## src/rtl/layer_input_server.sv

```systemverilog
// rtl/layer_input_server.sv - input-activation buffer and read responder for one layer
// Loads one vector from upstream, serves the layer's reads, captures and forwards its outputs.
module layer_input_server #(
    parameter int DATA_W = 8,
    parameter int DEPTH  = 2,
    parameter int ADDR_W = 1
) (
    input  logic                     clk_i,
    input  logic                     rst_ni,
    input  logic                     load_valid_i,
    input  logic signed [DATA_W-1:0] load_data_i,
    output logic                     load_ready_o,
    output logic                     req_o,
    input  logic                     rd_trig_i,
    input  logic        [ADDR_W-1:0] rd_addr_i,
    output logic signed [DATA_W-1:0] rd_data_o,
    output logic                     rd_ack_o,
    input  logic                     layer_ack_i,
    input  logic signed [DATA_W-1:0] layer_out0_i,
    input  logic signed [DATA_W-1:0] layer_out1_i,
    output logic                     res_valid_o,
    output logic signed [DATA_W-1:0] res_data0_o,
    output logic signed [DATA_W-1:0] res_data1_o,
    input  logic                     res_ready_i,
    output logic                     addr_err_o
);

    typedef enum logic [1:0] {
        LOAD = 2'd0,
        RUN  = 2'd1,
        HOLD = 2'd2
    } state_t;

    state_t                     state_q;
    logic        [ADDR_W-1:0]   wr_ptr_q;
    logic signed [DATA_W-1:0]   mem_q [DEPTH];
    logic                       req_q;
    logic                       rd_ack_q;
    logic signed [DATA_W-1:0]   rd_data_q;
    logic                       res_valid_q;
    logic signed [DATA_W-1:0]   res_data0_q;
    logic signed [DATA_W-1:0]   res_data1_q;
    logic                       addr_err_q;

    logic                       addr_ok;
    logic signed [DATA_W-1:0]   rd_word_d;

    // Out-of-range reads still get an ack, but with zero data and a sticky error.
    always_comb begin
        addr_ok   = ({1'b0, rd_addr_i} < (ADDR_W+1)'(DEPTH));
        rd_word_d = '0;
        if (addr_ok) begin
            rd_word_d = mem_q[rd_addr_i];
        end
    end

    always_ff @(posedge clk_i or negedge rst_ni) begin
        if (!rst_ni) begin
            state_q     <= LOAD;
            wr_ptr_q    <= '0;
            for (int i = 0; i < DEPTH; i++) begin
                mem_q[i] <= '0;
            end
            req_q       <= 1'b0;
            rd_ack_q    <= 1'b0;
            rd_data_q   <= '0;
            res_valid_q <= 1'b0;
            res_data0_q <= '0;
            res_data1_q <= '0;
            addr_err_q  <= 1'b0;
        end else begin
            rd_ack_q <= 1'b0;
            unique case (state_q)
                LOAD: begin
                    if (load_valid_i) begin
                        mem_q[wr_ptr_q] <= load_data_i;
                        if (wr_ptr_q == ADDR_W'(DEPTH - 1)) begin
                            wr_ptr_q <= '0;
                            req_q    <= 1'b1;
                            state_q  <= RUN;
                        end else begin
                            wr_ptr_q <= wr_ptr_q + 1'b1;
                        end
                    end
                end
                RUN: begin
                    // A read triggered alongside layer_ack is still answered.
                    if (rd_trig_i) begin
                        rd_ack_q  <= 1'b1;
                        rd_data_q <= rd_word_d;
                        if (!addr_ok) begin
                            addr_err_q <= 1'b1;
                        end
                    end
                    if (layer_ack_i) begin
                        res_data0_q <= layer_out0_i;
                        res_data1_q <= layer_out1_i;
                        res_valid_q <= 1'b1;
                        req_q       <= 1'b0;
                        state_q     <= HOLD;
                    end
                end
                HOLD: begin
                    if (res_ready_i) begin
                        res_valid_q <= 1'b0;
                        state_q     <= LOAD;
                    end
                end
                default: begin
                    state_q <= LOAD;
                end
            endcase
        end
    end

    assign load_ready_o = (state_q == LOAD);
    assign req_o        = req_q;
    assign rd_ack_o     = rd_ack_q;
    assign rd_data_o    = rd_data_q;
    assign res_valid_o  = res_valid_q;
    assign res_data0_o  = res_data0_q;
    assign res_data1_o  = res_data1_q;
    assign addr_err_o   = addr_err_q;

endmodule

```

## config.mk

```make
export PLATFORM = sky130hd
export DESIGN_NAME = layer_input_server
export DESIGN_NICKNAME = d
export VERILOG_FILES = /design/src/rtl/layer_input_server.sv
export SDC_FILE = /design/constraint.sdc
export NUM_CORES = 1
export LEC_CHECK = 0
export CAP_MARGIN = 20
export CORE_MARGIN = 5
export CORE_UTILIZATION = 40
export CTS_BUF_LIST = sky130_fd_sc_hd__clkbuf_16
export CTS_CLUSTER_SIZE = 20
export DETAILED_ROUTE_END_ITERATION = 6
export PLACE_DENSITY = 0.78
export SETUP_SLACK_MARGIN = 0.02
export SLEW_MARGIN = 20
export SYNTH_ARGS = -nofsm -noshare
export SYNTH_HDL_FRONTEND = slang
export SYNTH_SLANG_ARGS = --single-unit
```

## constraint.sdc

```tcl
create_clock -name clk_i -period 3.01 [get_ports clk_i]
set_input_delay 0.602 -clock clk_i [delete_from_list [all_inputs] [get_ports clk_i]]
set_output_delay 0.602 -clock clk_i [all_outputs]
set_load 0.05 [all_outputs]
```

==> Word level (Yosys, flattened, before mapping) <==
Index checks and enable logic that the tools add are counted.
{ "totals": {"reg_bits": 46, "word_cells": 53, "out_inout_bits": 29, "inputBits": 31} }
{ "op_classes": {"mux": 21, "n_eq_ne": 6, "add_sub_neg": 1, "magnitude_cmp": 3, "n_reduce_logical": 10, "bitwise": 2} }
{ "op_table": {"columns": ["cell", "n"], "rows": [
  ["$mux 8", 4],
  ["$bwmux 16", 1],
  ["$demux 8 s1", 1],
  ["$mux 1", 8],
  ["$mux 2", 4],
  ["$reduce_and 4->1", 2],
  ["$ne 2x2->1 const B", 3],
  ["$pmux 2 s3", 1],
  ["$reduce_and 2->1", 3],
  ["$ge 2x2->1 const B", 2],
  ["$not 1->2", 2],
  ["$pmux 1 s2", 2],
  ["$reduce_bool 2->1", 2],
  ["$reduce_and 3->1", 1],
  ["$eq 2x1->1 const B", 1],
  ["$eq 2x2->1 const B", 1],
  ["$logic_not 2->1", 1],
  ["$lt 2x1->1 const B", 1],
  ["$ne 2x1->1 const B", 1],
  ["$add 1x1->1 const B", 1],
  ["$logic_and 1x1->1", 1]
]} }

==> Logic depth before layout (Yosys ltp) <==
{ "depth": {"ltp_word": 6, "depth_mapped": 4} }

==> Least setup slack after synthesis <==
No wires, ideal clock.
{ "synth_path": {"kind": "register -> output", "start": "reg state_q[1]", "end": "out load_ready_o", "t_arrival_ns": 1.145, "stages_incl_launch_ff": 3, "path_buffers": 1, "slack_ns": 1.263, "cell_sequence": "dfrtp_1 -> buf_6 -> nor2_1"} }
{ "synth_between": {"elab_chain_cells": 1} }
{ "synth_lines": {"columns": ["item", "line", "source"], "rows": [
  ["from (decl)", "34", "state_t state_q;"],
  ["from (signal assigned)", "59", "state_q <= LOAD;"],
  ["from (signal assigned)", "80", "state_q <= RUN;"],
  ["from (signal assigned)", "100", "state_q <= HOLD;"],
  ["$logic_not 2->1", "116", "assign load_ready_o = (state_q == LOAD);"],
  ["to (decl)", "12", "output logic load_ready_o,"]
]} }
Every way passes these cells.

==> Worst setup path after layout <==
{ "layout_path": {"start": "reg state_q[0]", "end": "out load_ready_o"} }
The elaborated chain is that of the path after synthesis.

==> results.ini <==
[critical_path]
reg2reg_depth=2
r2r_start=state_q[1]
setup.worst_path.class=flip-flop to primary output
startpoint_type=flip-flop
crit_start=state_q[0]
required_ns=2.41
worst-path-max-fanout=10
end_kind=primary output
worst_ep_arrival_time_ns=1.75

[pwr]
p_total_mw=3.27
leakagePower_nw=1.11
ir_drop_mv=0.719
p_per_area_nw_per_um2=1250

[synth]
ys_ff_latch=46
synthFlopType=dfrtp_1
synth.distinct_cells=21
ys_seq_area_frac=0.611
ys_async_sr_fraction=1.00
ys_top_cells_by_area=dfrtp_1 (61%), mux2_2 (29%), nor4b_4 (1.3%)
synth_cells=117
synth_edf_count=0
syn_area_per_cell_um2=16.1
yosys_warnings=0
netlist_area_um2=1880
synth_fp_nets=148
synth_top_area_cell=dfrtp_1
synth_top_area_frac=0.611

[drt]
detail-route-antenna-nets=0
route.detailed.drc=0
drt_iter0_drc=38
wl_um=3670
vias_per_cell=4.94
vias=1131
routedWlPerCell_um=16.0
dr.pass1.iters=2

[clock_network]
cts_tree=done
cts_max_path_buffers=2
clock_latency_ns=0.28
numCtsBuffers=5
hold_buffers=0
cts_max_level=2
cts-root-buf=clkbuf_16
cts_resized=0
clkTransAtPathRegs_ns=0.06
cts_sinks=46
post_cts_buffers=0

[cells_and_area]
final_common_cell=clkdlybuf4s50_1
antenna_cells=0
nFillCells=363
mostFrequentLayoutCells=clkdlybuf4s50_1 (57), mux2_2 (48), dfrtp_1 (46), clkbuf_16 (5)
drive_gt1_frac=0.331
layout.nets=206
area_delta_synth_final_pct=38.7

[sta]
fin_crit_sh=0.782
setup_violations=0
clock_skew_ns=0.00392
finalCriticalPeriod_ns=2.35
fin_tns_setup_ns=0
fmax_mhz=425
slew_viol_final=0
slew_headroom=0.582
hold_violations=0
max_slew.worst_pin.slew_ns=0.624
finalWorstSetupSlack_ns=0.656
grt_setup_unrepaired=no

[global_routing]
grt_usage=0.129
grt.overflow.total=0
antenna_found_initial=0
grt_pass1_vias=1261
grt_max_degree=47
grt_pass1_wl_um=6150

[place]
routabilityCongestion=0.691
portBuffers=58
pre_cts_slack_ns=0.805
dpl.hpwl_um=2660

[worst_hold_path]
hold_path.class=input port to async pin

[floorplan]
num_rows=25
core_um2=4660
die_w_um=78.6
start_util=0.404
io_pins=60
fp.dieH_um=78.6
dieArea_um2=6180

[flow_run]
cap_violations=0

[status]
status=complete, no violations

## registers in the layout (all words and copies together) (netlist names)
name,flops
mem_q,16
req_o,1
rd_data_o,8
res_data1_o,8
rd_ack_o,1
res_valid_o,1
res_data0_o,8
wr_ptr_q,1
state_q,2
## routing by layer
layer | GRT usage | share of wire | vias up
met5 | 0 | 0 | -
met4 | 0.0367 | 0.0079 | 0
met3 | 0.0722 | 0.12 | 4
met2 | 0.196 | 0.46 | 52
met1 | 0.157 | 0.41 | 550
li1 | - | - | 525
## Yosys cell counts (2+ instances only)
| master | n |
|---|---|
| buf_2 | 3 |
| buf_6 | 2 |
| dfrtp_1 | 46 |
| mux2_2 | 48 |
| nor3b_1 | 2 |
## final timing paths
check | slack (ns) | end
setup / recovery | 0.66 | load_ready_o
hold reg to reg | 0.48 | req_o
max in group asynchronous | 2.30 | rd_data_o[6]
min in group clk_i | 0.48 | req_o
hold / removal | 0.33 | mem_q[12]
setup reg to reg | 1.38 | mem_q[14]
## cells by family (layout without fill, tap and decap cells)
kind of cell | after synthesis | count (layout) | synth area share
DFF | 46 | 46 | 0.611
AOI/OAI and AO/OA | 4 | 4 | 0.0140
and+or+nand+nor | 10 | 10 | 0.0551
muxes | 48 | 48 | 0.287
buffers and inverters | 7 | 65 | 0.0259
xor gates and xnor gates | 1 | 1 | 0.00465
other | 1 | 1 | 0.00199
## report_power, final
part	switching, mW	internal, mW	total (mW)
clock network	0.199	0.296	0.495
logic	0.951	0.702	1.65
registers	0.187	0.931	1.12
## critical path, cell delays in order, from the launching register on
cell	delay (ns)
dfrtp_1	0.50
nor2_1	0.14
clkdlybuf4s50_1	0.84
## final cells by class
class | instances | area [um^2] | share of cell area
well taps | 54 | 67.6 | 0.0259
clock inverters | 2 | 7.51 | 0.00287
repair buffers | 58 | 578 | 0.221
multi-input cells | 64 | 683 | 0.261
flip-flops and latches | 46 | 1150 | 0.441
clock buffers | 5 | 125 | 0.0479
## stage by stage
stage                     area (um^2)   util  cells  hold slack, ns
after global placement           2480  0.532    222           0.469
after detailed placement         2480  0.532    222           0.475
after global routing             2610  0.561    229           0.373
after CTS                        2610  0.560    229           0.488
final                            2610  0.561    229           0.326
after floorplan                  1880      -    117           0.306
(Power assumes the default switching activity.)
